## src/rtl/reset_sequencer_if.sv

```systemverilog
// Signal bundle between the reset sequencer and its controlling logic.
// The master drives requests and watchdog control; the slave drives the domain resets and status.
interface reset_sequencer_if;
  logic       resetn_in;
  logic       sw_rst_req;
  logic       wdt_en;
  logic       wdt_kick;
  logic       rst_mem_n;
  logic       rst_periph_n;
  logic       rst_cpu_n;
  logic [1:0] rst_cause;
  logic       wdt_fired;

  modport master (
    output resetn_in, sw_rst_req, wdt_en, wdt_kick,
    input  rst_mem_n, rst_periph_n, rst_cpu_n, rst_cause, wdt_fired
  );

  modport slave (
    input  resetn_in, sw_rst_req, wdt_en, wdt_kick,
    output rst_mem_n, rst_periph_n, rst_cpu_n, rst_cause, wdt_fired
  );
endinterface

```

## src/rtl/reset_sequencer.sv

```systemverilog
// Releases memory, peripheral and CPU reset domains in order with a fixed gap, and re-runs the
// sequence on resetn_in drop, watchdog expiry or software request, recording the cause.
//
// state    | meaning
// S_HOLD   | all domains held in reset; waits SW_HOLD cycles and a high resetn_in
// S_MEM    | memory domain released; counting STAGE_DLY cycles
// S_PERIPH | memory and peripheral domains released; counting STAGE_DLY cycles
// S_RUN    | all domains released; watchdog and software reset active
module reset_sequencer #(
  parameter int unsigned STAGE_DLY   = 16,
  parameter int unsigned SW_HOLD     = 8,
  parameter int unsigned WDT_W       = 24,
  parameter int unsigned WDT_TIMEOUT = 12_000_000
) (
  input  logic               clock_out,
  input  logic               reset_ext,
  reset_sequencer_if.slave   io_seq
);

  localparam int unsigned CNT_MAX = (STAGE_DLY > SW_HOLD) ? STAGE_DLY : SW_HOLD;
  localparam int unsigned CNT_W   = $clog2(CNT_MAX);

  localparam logic [CNT_W-1:0] HOLD_LAST  = CNT_W'(SW_HOLD - 1);
  localparam logic [CNT_W-1:0] STAGE_LAST = CNT_W'(STAGE_DLY - 1);
  localparam logic [WDT_W-1:0] WDT_LAST   = WDT_W'(WDT_TIMEOUT - 1);

  localparam logic [1:0] CAUSE_RESETN = 2'b01;
  localparam logic [1:0] CAUSE_WDT    = 2'b10;
  localparam logic [1:0] CAUSE_SW     = 2'b11;

  typedef enum logic [1:0] {S_HOLD, S_MEM, S_PERIPH, S_RUN} state_t;

  state_t           r_state, w_state_nxt;
  logic             r_sync1, r_rsync;
  logic [CNT_W-1:0] r_cnt, w_cnt_nxt;
  logic [WDT_W-1:0] r_wcnt, w_wcnt_nxt;
  logic [1:0]       r_cause, w_cause_nxt;
  logic             r_wdt_fired, w_fired_nxt;
  logic             r_rst_mem_n, r_rst_periph_n, r_rst_cpu_n;
  logic             w_wdt_cnt_en, w_wdt_exp;

  always_ff @(posedge clock_out or negedge reset_ext) begin
    if (!reset_ext) begin
      r_sync1        <= 1'b0;
      r_rsync        <= 1'b0;
      r_state        <= S_HOLD;
      r_cnt          <= '0;
      r_wcnt         <= '0;
      r_cause        <= 2'b00;
      r_wdt_fired    <= 1'b0;
      r_rst_mem_n    <= 1'b0;
      r_rst_periph_n <= 1'b0;
      r_rst_cpu_n    <= 1'b0;
    end else begin
      r_sync1        <= io_seq.resetn_in;
      r_rsync        <= r_sync1;
      r_state        <= w_state_nxt;
      r_cnt          <= w_cnt_nxt;
      r_wcnt         <= w_wcnt_nxt;
      r_cause        <= w_cause_nxt;
      r_wdt_fired    <= w_fired_nxt;
      // Outputs are decoded from the next state so they move on the same edge as the state
      r_rst_mem_n    <= (w_state_nxt != S_HOLD);
      r_rst_periph_n <= (w_state_nxt == S_PERIPH) || (w_state_nxt == S_RUN);
      r_rst_cpu_n    <= (w_state_nxt == S_RUN);
    end
  end

  always_comb begin
    w_state_nxt  = r_state;
    w_cause_nxt  = r_cause;
    w_fired_nxt  = 1'b0;
    w_cnt_nxt    = r_cnt;
    w_wcnt_nxt   = r_wcnt;
    w_wdt_cnt_en = (r_state == S_RUN) && io_seq.wdt_en;
    w_wdt_exp    = w_wdt_cnt_en && !io_seq.wdt_kick && (r_wcnt == WDT_LAST);

    case (r_state)
      S_HOLD: begin
        if ((r_cnt == HOLD_LAST) && r_rsync) w_state_nxt = S_MEM;
      end
      S_MEM: begin
        if (!r_rsync) begin
          w_state_nxt = S_HOLD;
          w_cause_nxt = CAUSE_RESETN;
        end else if (r_cnt == STAGE_LAST) begin
          w_state_nxt = S_PERIPH;
        end
      end
      S_PERIPH: begin
        if (!r_rsync) begin
          w_state_nxt = S_HOLD;
          w_cause_nxt = CAUSE_RESETN;
        end else if (r_cnt == STAGE_LAST) begin
          w_state_nxt = S_RUN;
        end
      end
      S_RUN: begin
        if (!r_rsync) begin
          w_state_nxt = S_HOLD;
          w_cause_nxt = CAUSE_RESETN;
        end else if (w_wdt_exp) begin
          w_state_nxt = S_HOLD;
          w_cause_nxt = CAUSE_WDT;
          w_fired_nxt = 1'b1;
        end else if (io_seq.sw_rst_req) begin
          w_state_nxt = S_HOLD;
          w_cause_nxt = CAUSE_SW;
        end
      end
      default: w_state_nxt = S_HOLD;
    endcase

    if (w_state_nxt != r_state) begin
      w_cnt_nxt = '0;
    end else begin
      case (r_state)
        S_HOLD:   w_cnt_nxt = (r_cnt == HOLD_LAST) ? r_cnt : r_cnt + CNT_W'(1);
        S_MEM,
        S_PERIPH: w_cnt_nxt = r_cnt + CNT_W'(1);
        default:  w_cnt_nxt = '0;
      endcase
    end

    // Expiry always leaves S_RUN, so the clear below also keeps wcnt from wrapping
    if (!w_wdt_cnt_en || io_seq.wdt_kick || (w_state_nxt != S_RUN)) w_wcnt_nxt = '0;
    else                                                           w_wcnt_nxt = r_wcnt + WDT_W'(1);
  end

  assign io_seq.rst_mem_n    = r_rst_mem_n;
  assign io_seq.rst_periph_n = r_rst_periph_n;
  assign io_seq.rst_cpu_n    = r_rst_cpu_n;
  assign io_seq.rst_cause    = r_cause;
  assign io_seq.wdt_fired    = r_wdt_fired;

endmodule

```

## src/flat_wrapper.sv

```systemverilog
// flat-port wrapper written by rule: the top's interface ports become plain ports
module reset_sequencer_flat 
#(
  parameter int unsigned STAGE_DLY   = 16,
  parameter int unsigned SW_HOLD     = 8,
  parameter int unsigned WDT_W       = 24,
  parameter int unsigned WDT_TIMEOUT = 12_000_000
)
  (clock_out, reset_ext, io_seq_resetn_in, io_seq_sw_rst_req, io_seq_wdt_en, io_seq_wdt_kick, io_seq_rst_mem_n, io_seq_rst_periph_n, io_seq_rst_cpu_n, io_seq_rst_cause, io_seq_wdt_fired);
  reset_sequencer_if io_seq_i ();
  input  logic clock_out;
  input  logic reset_ext;
  input wire logic [$bits(io_seq_i.resetn_in)-1:0] io_seq_resetn_in;
  input wire logic [$bits(io_seq_i.sw_rst_req)-1:0] io_seq_sw_rst_req;
  input wire logic [$bits(io_seq_i.wdt_en)-1:0] io_seq_wdt_en;
  input wire logic [$bits(io_seq_i.wdt_kick)-1:0] io_seq_wdt_kick;
  output wire logic [$bits(io_seq_i.rst_mem_n)-1:0] io_seq_rst_mem_n;
  output wire logic [$bits(io_seq_i.rst_periph_n)-1:0] io_seq_rst_periph_n;
  output wire logic [$bits(io_seq_i.rst_cpu_n)-1:0] io_seq_rst_cpu_n;
  output wire logic [$bits(io_seq_i.rst_cause)-1:0] io_seq_rst_cause;
  output wire logic [$bits(io_seq_i.wdt_fired)-1:0] io_seq_wdt_fired;
  assign io_seq_i.resetn_in = io_seq_resetn_in;
  assign io_seq_i.sw_rst_req = io_seq_sw_rst_req;
  assign io_seq_i.wdt_en = io_seq_wdt_en;
  assign io_seq_i.wdt_kick = io_seq_wdt_kick;
  assign io_seq_rst_mem_n = io_seq_i.rst_mem_n;
  assign io_seq_rst_periph_n = io_seq_i.rst_periph_n;
  assign io_seq_rst_cpu_n = io_seq_i.rst_cpu_n;
  assign io_seq_rst_cause = io_seq_i.rst_cause;
  assign io_seq_wdt_fired = io_seq_i.wdt_fired;
  reset_sequencer #(.STAGE_DLY(STAGE_DLY), .SW_HOLD(SW_HOLD), .WDT_W(WDT_W), .WDT_TIMEOUT(WDT_TIMEOUT)) u_core (.clock_out(clock_out), .reset_ext(reset_ext), .io_seq(io_seq_i));
endmodule
```

## config.mk

```make
export PLATFORM = sky130hd
export DESIGN_NAME = reset_sequencer_flat
export DESIGN_NICKNAME = d
export VERILOG_FILES = /design/src/rtl/reset_sequencer_if.sv /design/src/rtl/reset_sequencer.sv /design/src/flat_wrapper.sv
export SDC_FILE = /design/constraint.sdc
export NUM_CORES = 1
export LEC_CHECK = 0
export BUFFER_PORTS_ARGS = -buffer_cell sky130_fd_sc_hd__clkbuf_2
export CORE_MARGIN = 5
export CORE_UTILIZATION = 54
export DETAILED_ROUTE_END_ITERATION = 16
export PLACE_DENSITY = 0.78
export SETUP_SLACK_MARGIN = 0.1
export SLEW_MARGIN = 20
export SYNTH_ARGS = -nofsm -noshare
export SYNTH_HDL_FRONTEND = slang
export SYNTH_SLANG_ARGS = --single-unit
export TNS_END_PERCENT = 100
```

## constraint.sdc

```tcl
create_clock -name clock_out -period 2.06 [get_ports clock_out]
set_input_delay 0.103 -clock clock_out [delete_from_list [all_inputs] [get_ports clock_out]]
set_output_delay 0.103 -clock clock_out [all_outputs]
set_load 0.01 [all_outputs]
```

==> metrics.md <==
| Metric | Value |
|---|---|
| Status | `finished, final reports clean` |
| ANT cells | `0` |
| Die width | `roughly 72 µm` |
| Main synth FF type | `dfrtp_1` |
| Worst vdd ir | `approximately 0.7 mV` |
| Slew headroom | `0.3804` |
| Die area | `~0.0052 mm²` |
| Register bit total from synthesis | `38` |
| Vias/cell | `5.522` |
| Worst r2r path cells | `7` |
| Share of post-route cells with drive strength above 1 | `0.2691` |
| Gpl congestion | `0.9127` |
| Most frequent cell after synthesis | `dfrtp_1` |
| Max FO, Critical Path | `23` |
| Post-synth top area share | `0.4551` |
| Static Leak | `1.121 nW` |
| Mapped Nets | `220` |
| Unrepaired setup endpoints after global routing | `yes` |
| Area of the core | `about 0.0037 mm²` |
| Max-cap violations | `0` |
| Final Cycle Share | `0.9592` |
| Synth top cells by count | `dfrtp_1 (38), nor2_1 (34), xor2_1 (15), nand3_1 (12), nand2_1 (10)` |
| Maximum clock rate | `approximately 0.51 GHz` |
| Worst Setup End Kind | `flop` |
| Number of synthesized flops with an enable pin | `0` |
| Placed cell areas | `0.002382 mm²` |
| Synth-to-layout area growth | `22.58%` |
| CTS Buf Count | `5` |
| Clock sinks | `38` |
| DRT antenna net count | `0` |
| Final setup vio count | `0` |
| Post-DP HPWL | `2973 µm` |
| Total track usage | `0.1748` |
| Final WL | `roughly 4300 µm` |
| Detail-routed net length per standard cell | `about 14 µm` |
| HP Class | `flop to flop` |
| Residual DRC | `0` |
| Worst-Skew Late Latency | `about 290 ps` |
| Reg clk slew, reported paths | `roughly 70 ps` |
| Final Instance Area | `approximately 0.0026 mm²` |
| Synth Instances | `roughly 210` |
| H-tree levels | `2` |
| Synthesized area | `roughly 0.0021 mm²` |
| Final worst clock skew | `6.262 ps` |
| Clock root buffer | `clkbuf_8` |
| CP max stage cell | `or4b_4` |
| Critical path required time | `~2200 ps` |
| First-pass GRT wire length | `6989 µm` |
| Vias | `1640` |
| Seq/Total Area, Yosys | `0.4551` |
| Worst-margin pin slew | `~930 ps` |
| Final Hold Viols | `0` |
| Power, Total | `between 2 and 3 mW` |
| Synth cell types | `43` |
| Initial DRC count | `a little under 100` |
| WP depth | `7` |
| Worst Path Arrival | `between 2000 and 2500 ps` |
| Final-stage net count | `262` |
| Synth top area cells | `dfrtp_1 (46%), xor2_1 (6.3%), nor2_1 (6.1%)` |
| Clock Tree Buf Depth | `2` |
| CTS tree | `built` |
| Fin crit period | `about 2000 ps` |
| Async set-or-reset flop fraction in the synthesized netlist | `1.000` |
| Fin. max-slew vios | `0` |
| R2R Setup Slk | `approximately 84 ps` |
| Router iterations before antenna repair | `4` |
| Yosys Warn Count | `0` |
| CP cell instances | `or4b_4 > nor4_4 > a21oi_2 > buf_6 > o211ai_4 > buf_12 > nor2_1` |
| Initial core utilization | `0.5623` |
| Crit start category | `flop` |
| Power per Cell Area | `just over 1000 mW/mm²` |
| Die Y-Extent | `about 72 µm` |
| Hold Slack | `between 300 and 400 ps` |
| Syn Area/Cell | `10.14 µm²` |
| Post-synth top area cell | `dfrtp_1` |
| Worst setup path end | `u_core.r_wcnt[3]` |
| I/O Buffers | `11` |
| CP peak stage delay | `between 500 and 600 ps` |
| Crit. Startpoint | `u_core.r_wcnt[13]` |
| Hold path depth | `0` |
| Worst R2R End | `u_core.r_wcnt[3]` |
| Bufs and invs on worst path | `2` |
| CP delay by family, top | `simple AND/OR/NAND/NOR gates` |
| Initial antenna violation count | `0` |
| Vias in the first global route | `between 1500 and 2000` |
| Pin count of the biggest net entering global routing | `39` |
| IO Pins | `12` |
| Core Rows | `22` |
| Grt ovf | `0` |
| Reg2reg start | `u_core.r_wcnt[13]` |
| CP Class | `flop to flop` |
-- cells by family after synthesis --
logic type | count (synthesis) | synth area share
AOI/OAI and AO/OA | 25 | 0.09940
buffers and inverters | 12 | 0.03114
and+or+nand+nor | 99 | 0.2659
DFF | 38 | 0.4551
adders and majority gates | 8 | 0.04791
xor gates and xnor gates | 24 | 0.1006
-- report_power, final --
part | total [mW] | switching (mW) | internal [mW]
sequential | 0.906 | 0.0708 | 0.835
clock | 0.525 | 0.255 | 0.270
combinational | 1.14 | 0.617 | 0.527
-- state kept, by name (all words and copies together), names as in the netlist --
register and count:
u_core.r_sync1 1, u_core.io_seq.rst_periph_n 1, u_core.io_seq.rst_cause 2, u_core.r_state 2
u_core.io_seq.wdt_fired 1, u_core.io_seq.rst_mem_n 1, u_core.r_rsync 1, u_core.io_seq.rst_cpu_n 1
u_core.r_cnt 4, u_core.r_wcnt 24
-- stage by stage --
step | utilization | TNS, ps | cells | worst slack, ps
finish | 0.6892 | 0 | 297 | 84.00
global route | 0.6892 | -47.26 | 297 | -13.09
CTS | 0.6764 | 0 | 295 | 69.26
detailed placement | 0.6411 | -220.2 | 284 | -34.32
global placement | 0.6411 | 0 | 284 | 23.30
floorplan | - | 0 | 206 | 119.0
-- worst reg2reg max path, stage by stage (launching register included) --
cell	delay, ps
dfrtp_1	390
or4b_4	550
nor4_4	210
a21oi_2	120
buf_6	150
o211ai_4	200
buf_12	180
nor2_1	80
-- metal layers --
layer,global-route usage,up-vias,part of all wire
met3,0.05402,8,0.051
li1,-,810,-
met1,0.2416,787,0.49
met4,0.06263,0,0.017
met2,0.2588,35,0.44
met5,0,-,0
-- cells in the final DEF, fill, tap and decap left out, drive strengths merged, types with 2 or more instances in the layout --
cell and count:
clkbuf 18, or3 2, and3b 3, xor2 15, a31oi 2, nor3 7
nor4 2, nand2 10, o22ai 2, nor2 34, dfrtp 38, xnor2 9
and4 6, nand4 6, nand3 12, a21oi 6, buf 29, dlygate4sd3 2
ha 8, o21a 2, inv 5, nand4b 3, o21ai 3, and3 4
o211ai 3, nor2b 3
-- layout make-up --
type	instances	area, µm²
Tap cell	48	60.06
Inverter	5	18.77
Clock inverter	1	5.005
Clock buffer	7	86.33
Fill cell	282	1155
Sequential cell	38	953.4
Multi-Input combinational cell	156	1129
Timing Repair Buffer	42	309.0
-- worst min path at each step --
stage / startpoint / to
2_1_floorplan: reset_ext / u_core.io_seq.rst_cause[0]
3_3_place_gp: io_seq_resetn_in / u_core.r_sync1
3_5_place_dp: io_seq_resetn_in / u_core.r_sync1
4_1_cts: u_core.r_sync1 / u_core.r_rsync
5_1_grt: u_core.r_sync1 / u_core.r_rsync
6_report: u_core.r_sync1 / u_core.r_rsync
-- repair_timing --
action | in CTS | in global routing
pin swaps | 0 | 0
endpoints found under the setup margin | 28 | 29
hold buffers | 2 | 0
setup buffers | 1 | 2
gates resized for setup | 4 | 7
hold endpoints to repair | 39 | 0
Note: power is estimated with default switching activity, not from simulation.
